--- config.mk ---
export PLATFORM = sky130hd
export DESIGN_NAME = uart_rx
export DESIGN_NICKNAME = d
export VERILOG_FILES = /design/src/rtl/uart_rx.sv
export SDC_FILE = /design/constraint.sdc
export NUM_CORES = 1
export LEC_CHECK = 0
export ABC_CLOCK_PERIOD_IN_PS = 2700
export CORE_MARGIN = 1
export CORE_UTILIZATION = 30
export DETAILED_ROUTE_END_ITERATION = 12
export PLACE_DENSITY_LB_ADDON = 0.3
export SLEW_MARGIN = 20
export SYNTH_ARGS = -nofsm -noshare
export SYNTH_HDL_FRONTEND = slang
export SYNTH_SLANG_ARGS = --single-unit
--- constraint.sdc ---
create_clock -name uart_clk -period 2.7 [get_ports uart_clk]
set_input_delay 0.27 -clock uart_clk [delete_from_list [all_inputs] [get_ports uart_clk]]
set_output_delay 0.27 -clock uart_clk [all_outputs]
set_load 0.03 [all_outputs]
--- src/rtl/uart_rx.sv ---
// uart_rx: oversampling UART receiver with a valid/ack holding register
// reporting parity, framing and overrun status for each delivered frame.
module uart_rx #(
    parameter int DATA_WIDTH = 8,
    parameter int OVERSAMPLE = 16,
    parameter bit PARITY_EN  = 1,
    parameter bit PARITY_ODD = 0
) (
    input  logic                  uart_clk,
    input  logic                  rst_n,
    input  logic                  rx_in,
    input  logic                  rx_ack,
    output logic [DATA_WIDTH-1:0] rx_data,
    output logic                  rx_valid,
    output logic                  parity_err,
    output logic                  frame_err,
    output logic                  overrun_err,
    output logic                  rx_busy
);
    localparam int TW = $clog2(OVERSAMPLE);
    localparam int BW = $clog2(DATA_WIDTH + 1);
    localparam logic [TW-1:0] HALF = TW'(OVERSAMPLE / 2 - 1);
    localparam logic [TW-1:0] FULL = TW'(OVERSAMPLE - 1);
    localparam logic [BW-1:0] LAST = BW'(DATA_WIDTH - 1);

    typedef enum logic [2:0] {IDLE, START, DATA, PARITY, STOP, BREAK} state_t;

    state_t                state, state_n;
    logic                  rx_meta, rx_s, sample, done, par_bit, par_bad, stop_bad;
    logic [TW-1:0]         tick;
    logic [BW-1:0]         bit_idx;
    logic [DATA_WIDTH-1:0] shreg;

    always_comb begin
        state_n = state;
        sample  = (state == START) ? (tick == HALF) : (state inside {DATA, PARITY, STOP}) && (tick == FULL);
        case (state)
            IDLE:    state_n = rx_s ? IDLE : START;
            START:   state_n = !sample ? START : rx_s ? IDLE : DATA;
            DATA:    state_n = !(sample && bit_idx == LAST) ? DATA : PARITY_EN ? PARITY : STOP;
            PARITY:  state_n = sample ? STOP : PARITY;
            STOP:    state_n = !sample ? STOP : rx_s ? IDLE : BREAK;
            BREAK:   state_n = rx_s ? IDLE : BREAK;
            default: state_n = IDLE;
        endcase
    end

    // done is the registered frame-complete strobe; delivery acts on it one cycle later
    always_ff @(posedge uart_clk or negedge rst_n) begin
        if (!rst_n) begin
            rx_meta  <= 1'b1;
            rx_s     <= 1'b1;
            state    <= IDLE;
            tick     <= '0;
            bit_idx  <= '0;
            shreg    <= '0;
            par_bit  <= 1'b0;
            stop_bad <= 1'b0;
            done     <= 1'b0;
        end else begin
            rx_meta <= rx_in;
            rx_s    <= rx_meta;
            state   <= state_n;
            tick    <= (sample || state_n != state) ? '0 : tick + TW'(1);
            bit_idx <= (state != DATA) ? '0 : bit_idx + BW'(sample);
            if (sample && state == DATA) shreg <= DATA_WIDTH'({rx_s, shreg} >> 1);
            if (sample && state == PARITY) par_bit <= rx_s;
            if (sample && state == STOP) stop_bad <= ~rx_s;
            done <= sample && state == STOP;
        end
    end

    assign par_bad = PARITY_EN && (^shreg ^ par_bit ^ PARITY_ODD);

    always_ff @(posedge uart_clk or negedge rst_n) begin
        if (!rst_n) begin
            rx_data     <= '0;
            rx_valid    <= 1'b0;
            parity_err  <= 1'b0;
            frame_err   <= 1'b0;
            overrun_err <= 1'b0;
        end else if (done && (!rx_valid || rx_ack)) begin
            rx_data     <= shreg;
            rx_valid    <= 1'b1;
            parity_err  <= par_bad;
            frame_err   <= stop_bad;
            overrun_err <= 1'b0;
        end else if (done) begin
            overrun_err <= 1'b1;
        end else if (rx_valid && rx_ack) begin
            rx_valid    <= 1'b0;
            parity_err  <= 1'b0;
            frame_err   <= 1'b0;
            overrun_err <= 1'b0;
        end
    end

    assign rx_busy = (state != IDLE);
endmodule

==> out/results.txt, run 1 <==
CP Class - flop to primary output
Period utilisation layout - 78.7%
CTS Sinks - 36
Antenna Cells - 0
Total grt overflow - 0
Slew headroom - 69.3%
Final ANT Viol Nets - 0
Area grow syn2layout - 19.1%
Arrival time worst endpoint - 1.86 ns
Synth top area share - 50.7%
F_max - 470 MHz
Vias/cell - 4.62
Ports - 17
Post-synthesis average cell area - 13.2 um2
Post-CTS sizing - 0
Main flop type after synthesis - dfrtp_1
Dpl cell area - 1890 um2
Seq/Total Area, Yosys - 53.8%
Bufs on Longest Clock Path - 2
WL/cell - 12.5 um
Area taken by multi-input logic gates - 729 um2
Non-Filler Instances - 217
CTS tree - yes
Synth warn - 0
Largest net degree at the start of global routing - 37
Met3 WL - 103 um
Async S/R FF share, synth - 100%
Area occupied by registers - 903 um2
R2R setup slack - 0.76 ns
Post-Route WL - 2710 um
H-tree levels - 2
Min cycle time layout - 2.13 ns
Top Layer Used - met4
WP data required - 2.43 ns
Post-synth cell types - 40
Most frequent cells after synthesis - dfrtp_1, mux2_2, xnor2_1
Worst skew pair latency - 0.28 ns
All-Layer GR Usage - 10.5%
Die area - 5900 um2
DR iter-0 viols - 39
Core Area - 5240 um2
Drt pass-1 iters - 3
Synth area leaders - dfrtp_1, mux2_2, xnor2_1
Crit path capture type - primary output
Max-slew violations - 0
P per Cell Area - 656 nW/um2
Initial Util - 32.1%
Syn Nets - 134
RSZ-0062 raised after global routing - false
EDFF count, synth - 0
Die Wd - 76.8 um
Vias post-DR - 1003
CP Launch Point - state[0]
Largest area contributor in the netlist - dfrtp_1
Setup crit start kind - flop
Die Y - 76.8 um
M1 WL - 1230 um
Dpl cells - 209
Synth Cell Area - 1680 um2
Routed wl met2 - 1290 um
CP max FO - 13
Share of cells above drive strength 1 - 24.5%
Row Count - 26
Worst slew pin tran - 0.461 ns
Peak VDD IR - 0.201 mV
Final setup viols - 0
Final hold vios - 0
Dpl hpwl - 1990 um
Fill cells - 497
Vias in the first global route - 996
Leakage - 0.000889 uW
Status - completed
First-pass GRT wire length - 4690 um
RD Place Congestion - 0.738
Final Skew - 0.00248 ns
R2r startpoint - state[1]
Root buf cell - clkbuf_8
# port buffers - 16
Worst hold start - rx_meta
Maxcap violations - 0
#FFs+latches synth - 36
Reg clk slew, reported paths - 0.07 ns
Post-CTS Setup Inserts - 0
Syn Inst Count - 127
Final net count - 153
Hold buffers post-CTS - 0
Initial antenna violation count - 0
Finished Cell Area - 2000 um2
Worst hold path class - flop to flop
Num CTS Buffers - 5
Count leader, synth - dfrtp_1
Post-route DRC - 0
Total negative slack - 0 ns
==> registers in the layout, indices dropped and copies added (netlist names) <==
name         flops
tick             4
state            3
rx_s             1
stop_bad         1
frame_err        1
overrun_err      1
shreg            8
parity_err       1
rx_valid         1
rx_data          8
par_bit          1
bit_idx          4
rx_meta          1
done             1
==> metrics by stage <==
| stage | utilization [%] | worst slack, ns | total power (uW) | hold WS, ns |
|---|---|---|---|---|
| floorplan | - | 0.937 | 821 | -0.0256 |
| global placement | 36.1 | 0.821 | 856 | 0.346 |
| detailed placement | 36.1 | 0.753 | 868 | 0.347 |
| CTS | 38.2 | 0.568 | 1330 | 0.357 |
| global route | 38.2 | 0.521 | 1390 | 0.366 |
| finish | 38.2 | 0.574 | 1310 | 0.356 |
==> cells in the final DEF, fill, tap and decap left out, drive strengths merged, types with 2 or more instances in the layout <==
cell type	count
and2	3
clkdlybuf4s50	16
dfrtp	34
clkbuf	6
nor4	2
nand4b	2
nand2	6
or3	2
mux2	17
o21ai	4
dfstp	2
nand3	2
a21oi	3
xnor2	7
mux2i	4
nand2b	3
a32oi	2
xor2	5
nor2b	2
nor2	5
nor3b	3
ha	3
==> logic make-up after synthesis <==
family | after synthesis | share of synthesized area [%]
xor gates and xnor gates | 13 | 8.05
adders and majority gates | 3 | 2.24
AOI/OAI and AO/OA | 13 | 5.36
buffers and inverters | 6 | 2.76
muxes | 21 | 13.8
DFF | 36 | 53.8
and+or+nand+nor | 35 | 14.0
==> area by class of cell <==
cell class,instances,share of cell area [%]
clock buffers,6,3.63
clock inverters,2,1.75
inverters,1,0.188
multi-input cells,85,36.5
flip-flops and latches,36,45.2
well taps,70,4.38
repair buffers,17,8.39
==> power by group <==
group,total [uW],internal [uW],leakage [uW],switching (uW)
Clock,455,274,0.0000552,182
Sequential,647,581,0.000470,65.8
Combinational,209,112,0.000364,96.9
==> per-layer routing <==
layer / GRT usage [%] / vias to the layer above
met5: 0 / -
met4: 6.54 / 0
met3: 4.05 / 8
met2: 16.4 / 17
met1: 12.1 / 492
li1: - / 486
==> worst max-delay path, cell delays in order (launching register included) <==
cell             delay (ns)
dfrtp_1                0.55
or3_1                  0.42
clkdlybuf4s50_1        0.61
==> final timing paths <==
path / depth (start not counted) / to
max: 2 / rx_busy
min: 0 / rx_s
max reg2reg: 7 / bit_idx[1]
min reg2reg: 0 / rx_s
max in group asynchronous: 2 / rx_meta
min in group asynchronous: 2 / bit_idx[0]
Power figures use the tool's default switching activity.
==> run 2, diff against run 1 <==
--- a/config.mk
+++ b/config.mk
@@ -5,7 +5,7 @@
 export SDC_FILE = /design/constraint.sdc
 export NUM_CORES = 1
 export LEC_CHECK = 0
-export ABC_CLOCK_PERIOD_IN_PS = 2700
+export ABC_CLOCK_PERIOD_IN_PS = 1750
 export CORE_MARGIN = 1
 export CORE_UTILIZATION = 30
 export DETAILED_ROUTE_END_ITERATION = 12
==> constraint.sdc (replaced) <==
create_clock -name uart_clk -period 1.75 [get_ports uart_clk]
set_input_delay 0.175 -clock uart_clk [delete_from_list [all_inputs] [get_ports uart_clk]]
set_output_delay 0.175 -clock uart_clk [all_outputs]
set_load 0.03 [all_outputs]
==> run 2 against run 1 <==
  * The flow now finishes with violations (setup timing)
  * First-iteration DRC count grew 67%
  * Hold slack lost 0.066 ns
  * Sequential cell count is the same
  * Cell area grew 6.6%
  * Sequential power grew 53%
  * Core utilization grew 2.5 points
  * Clock skew grew 0.0069 ns
  * Register-to-register slack lost 0.76 ns
  * Largest cell class unchanged
==> out/results.txt, run 2 (same netlist as run 1, synthesis figures left out) <==
Vias/cell - 4.59
Total grt overflow - 0
Worst slew pin tran - 0.447 ns
Final Skew - 0.00936 ns
R2R setup slack - -0.003 ns
Total negative slack - -0.00294 ns
Initial antenna violation count - 0
Most common cell after layout, fill and taps aside - dfrtp_1
CP max-delay cell - dfrtp_1
Vias in the first global route - 1038
Bufs on Longest Clock Path - 2
Die area - 5900 um2
CP Class - flop to flop
Crit path cell chain - ha_2 -> and3_4 -> nor3b_4 -> o221ai_4 -> xor2_4 -> nor4b_2
Ports - 17
RSZ-0062 raised after global routing - true
FF-to-FF path depth - 6
Arrival time worst endpoint - 1.95 ns
Min cycle time layout - 1.75 ns
Peak VDD IR - 0.417 mV
Die Wd - 76.8 um
Final net count - 163
Leakage - 0.000932 uW
Tot Pwr - 2080 uW
WP data required - 1.95 ns
Crit path capture type - flop
Row Count - 26
DR iter-0 viols - 65
Fill cells - 475
Setup crit start kind - flop
# port buffers - 16
Final hold vios - 0
Worst hold path class - primary input to flop
WL/cell - 13.4 um
R2r startpoint - tick[0]
Failing checks - setup timing
Crit-path leading delay family - simple AND/OR/NAND/NOR gates
Die Y - 76.8 um
Worst skew pair latency - 0.29 ns
WP buf/inv - 0
Largest registers - rx_data: 8 flops, shreg: 8 flops
Non-Filler Instances - 227
CP Depth - 6
Dpl cell area - 1940 um2
Slew headroom - 70.2%
Dpl cells - 215
Final setup viols - 1
Largest net degree at the start of global routing - 37
Share of cells above drive strength 1 - 37.6%
Core Area - 5240 um2
Period utilisation layout - 100%
Most frequent cells in the layout - dfrtp_1, mux2_2, clkdlybuf4s50_1, buf_4, xnor2_1
Post-Route WL - 3050 um
Antenna Cells - 0
Area grow syn2layout - 26.9%
Worst setup path endpoint - tick[1]
CP Launch Point - tick[0]
Hold buffers post-CTS - 0
Vias post-DR - 1042
RD Place Congestion - 0.816
Worst reg2reg path endpoint - tick[1]
CTS tree - yes
H-tree levels - 2
Dpl hpwl - 1980 um
All-Layer GR Usage - 11.0%
Drt pass-1 iters - 4
Post-route DRC - 0
Finished Cell Area - 2130 um2
Final ANT Viol Nets - 0
CP max FO - 4
P per Cell Area - 977 nW/um2
Setup ws final - -0.00294 ns
Reg clk slew, reported paths - 0.08 ns
CTS Sinks - 36
Critical Path Max Stage Delay - 0.39 ns
Root buf cell - clkbuf_8
Max-slew violations - 0
Pre-CTS WS - -0.00349 ns
Status - finished with violations
First-pass GRT wire length - 5040 um
F_max - 570 MHz
Maxcap violations - 0
Initial Util - 32.1%
Num CTS Buffers - 5
-- run 2: cell types whose count changed in the layout (fill, tap and decap cells not counted), moves of 2 or more --
| cell | delta |
|---|---|
| dfrtp_2 | +3 |
| nor4_2 | +2 |
| nor4_1 | -2 |
| ha_2 | +2 |
| buf_4 | +10 |
| dfrtp_1 | -3 |
| ha_1 | -2 |
-- run 2: area by class of cell --
class / instances / area (um2) / area share (%)
clock buffer: 7 / 86.3 / 4.05
clock inverter: 1 / 7.51 / 0.352
inverter: 1 / 3.75 / 0.176
multi-input combinational: 85 / 801 / 37.6
sequential: 36 / 907 / 42.6
tap: 70 / 87.6 / 4.11
timing repair buffer: 27 / 238 / 11.2
-- run 2: per-stage QoR --
step | utilization (%) | hold slack (ns)
5_1_grt | 40.7 | 0.293
6_report | 40.7 | 0.289
4_1_cts | 39.2 | 0.286
3_3_place_gp | 37.1 | 0.347
3_5_place_dp | 37.1 | 0.350
2_1_floorplan | - | -0.121
-- run 2: routing by layer --
layer,GRT usage (%),vias to the layer above,share of wire [%]
li1,-,497,-
met1,14.7,520,46
met2,16.3,17,48
met3,2.62,8,3.1
met4,5.77,0,3.1
met5,0,-,0
-- run 2: what timing repair did --
item | CTS | global route
endpoints found under the setup margin | 3 | 8
gates resized for setup | 7 | 13
buffers inserted | 1 | 3
pin swaps | 4 | 5
-- run 2: worst min-delay path by stage --
| stage | startpoint | end | slack, ns | cells after the start |
|---|---|---|---|---|
| 4_1_cts | rx_in | rx_meta | 0.29 | 1 |
| 3_5_place_dp | rx_meta | rx_s | 0.35 | 0 |
| 6_report | rx_in | rx_meta | 0.29 | 1 |
| 3_3_place_gp | rx_meta | rx_s | 0.35 | 0 |
| 5_1_grt | rx_in | rx_meta | 0.29 | 1 |
| 2_1_floorplan | rst_n | bit_idx[0] | -0.12 | 0 |
-- run 2: report_power, final --
part	total, uW	internal, uW	switching [uW]
Sequential	990	900	90.2
Clock	608	320	288
Combinational	484	259	225
==> run 3, diff against run 2 <==
--- a/config.mk
+++ b/config.mk
@@ -9,6 +9,7 @@
 export CORE_MARGIN = 1
 export CORE_UTILIZATION = 30
 export DETAILED_ROUTE_END_ITERATION = 12
+export MAX_ROUTING_LAYER = met4
 export PLACE_DENSITY_LB_ADDON = 0.3
 export SLEW_MARGIN = 20
 export SYNTH_ARGS = -nofsm -noshare
==> run 3 against run 2 <==
  * Core utilization is the same
  * Hold slack got worse by 0.0011 ns
  * The flow now finishes without violations
  * Cell area stayed put
  * First-iteration DRC count up 6.2%
  * Wire length increased by 0.59%
  * Critical endpoint unchanged
  * Count of clock-buffer cells in the layout unchanged
  * Die area stayed put
  * Fmax increased by 0.18%
==> out/results.txt, run 3 (same netlist as run 1, synthesis figures left out) <==
RD Place Congestion - 0.828
Finished Cell Area - 2130 um2
Ports - 17
Crit-path leading delay family - simple AND/OR/NAND/NOR gates
CP Class - flop to flop
Vias in the first global route - 1037
Setup crit start kind - flop
Worst skew pair latency - 0.29 ns
H-tree levels - 2
P per Cell Area - 978 nW/um2
Worst setup path endpoint - tick[1]
CP Depth - 6
Setup ws final - 0.000240 ns
Die Wd - 76.8 um
Final hold vios - 0
Largest net degree at the start of global routing - 37
Final ANT Viol Nets - 0
Dpl hpwl - 1980 um
Max-slew violations - 0
RSZ-0062 raised after global routing - true
R2R setup slack - 0.0002 ns
Slew headroom - 70.0%
FF-to-FF path depth - 6
Largest registers - rx_data: 8 flops, shreg: 8 flops
Worst hold path class - primary input to flop
Worst slew pin tran - 0.451 ns
WL/cell - 13.5 um
CP Launch Point - tick[0]
CP max-delay cell - dfrtp_1
Most common cell after layout, fill and taps aside - dfrtp_1
Die area - 5900 um2
Maxcap violations - 0
Antenna Cells - 0
Crit path cell chain - ha_2 -> and3_4 -> nor3b_4 -> o221ai_4 -> xor2_4 -> nor4b_2
Arrival time worst endpoint - 1.95 ns
Min cycle time layout - 1.75 ns
Area grow syn2layout - 26.9%
Root buf cell - clkbuf_8
Row Count - 26
Core Area - 5240 um2
First-pass GRT wire length - 5050 um
Initial Util - 32.1%
Share of cells above drive strength 1 - 37.6%
Status - completed
WP data required - 1.95 ns
Initial antenna violation count - 0
Num CTS Buffers - 5
WP buf/inv - 0
F_max - 572 MHz
Worst reg2reg path endpoint - tick[1]
Vias post-DR - 1047
Final setup viols - 0
Drt pass-1 iters - 4
Final Skew - 0.00981 ns
DR iter-0 viols - 69
All-Layer GR Usage - 11.3%
CTS Sinks - 36
Most frequent cells in the layout - dfrtp_1, mux2_2, clkdlybuf4s50_1, buf_4, xnor2_1
Bufs on Longest Clock Path - 2
CP max FO - 4
Period utilisation layout - 100%
Reg clk slew, reported paths - 0.08 ns
R2r startpoint - tick[0]
Critical Path Max Stage Delay - 0.39 ns
Final net count - 163
Post-Route WL - 3070 um
Dpl cell area - 1940 um2
Vias/cell - 4.61
Crit path capture type - flop
# port buffers - 16
Total grt overflow - 0
Die Y - 76.8 um
CTS tree - yes
Hold buffers post-CTS - 0
Post-route DRC - 0
Peak VDD IR - 0.419 mV
Worst hold start - rx_in
Pre-CTS WS - -0.00349 ns
Total negative slack - 0 ns
Leakage - 0.000932 uW
==> run 3: cell type report <==
| class | instances | area [um2] |
|---|---|---|
| Multi-Input combinational cell | 85 | 801 |
| Inverter | 1 | 3.75 |
| Tap cell | 70 | 87.6 |
| Timing Repair Buffer | 27 | 238 |
| Clock buffer | 7 | 86.3 |
| Sequential cell | 36 | 907 |
| Clock inverter | 1 | 7.51 |
| Fill cell | 475 | 3110 |
==> run 3: worst register-to-register path, cell delays in order (launching register included) <==
cell,delay (ns)
dfrtp_1,0.39
ha_2,0.19
and3_4,0.20
nor3b_4,0.24
o221ai_4,0.16
xor2_4,0.20
nor4b_2,0.29
==> run 3: power by group <==
group          internal [uW]  total [uW]  switching (uW)
clock network            320         609             289
logic                    259         486             227
registers                900         989            88.7
==> run 3: timing repair <==
| item | 4_1_cts | 5_1_grt |
|---|---|---|
| gates resized for setup | 7 | 13 |
| setup buffers | 1 | 3 |
| pin swaps | 4 | 5 |
| setup endpoints to repair | 3 | 8 |
| endpoints found under the hold margin | 0 | 0 |
==> run 3: worst min-delay path by stage <==
stage | cells past startpoint | end | slack [ns]
detailed placement | 0 | rx_s | 0.35
global placement | 0 | rx_s | 0.35
CTS | 1 | rx_meta | 0.29
floorplan | 0 | bit_idx[0] | -0.12
finish | 1 | rx_meta | 0.29
global route | 1 | rx_meta | 0.29
==> run 3: metal layers <==
layer | wire [um] | GRT usage, %
met5 | 0 | -
met4 | 97 | 5.77
met3 | 101 | 2.62
met2 | 1480 | 16.3
met1 | 1390 | 14.7
==> run 3: per-stage QoR <==
stage	hold WS, ns	instances	utilization, %	total power (uW)
global route	0.293	227	40.7	2190
finish	0.288	227	40.7	2080
CTS	0.286	224	39.2	2010
global placement	0.347	215	37.1	1350
floorplan	-0.121	127	-	1270
detailed placement	0.350	215	37.1	1360
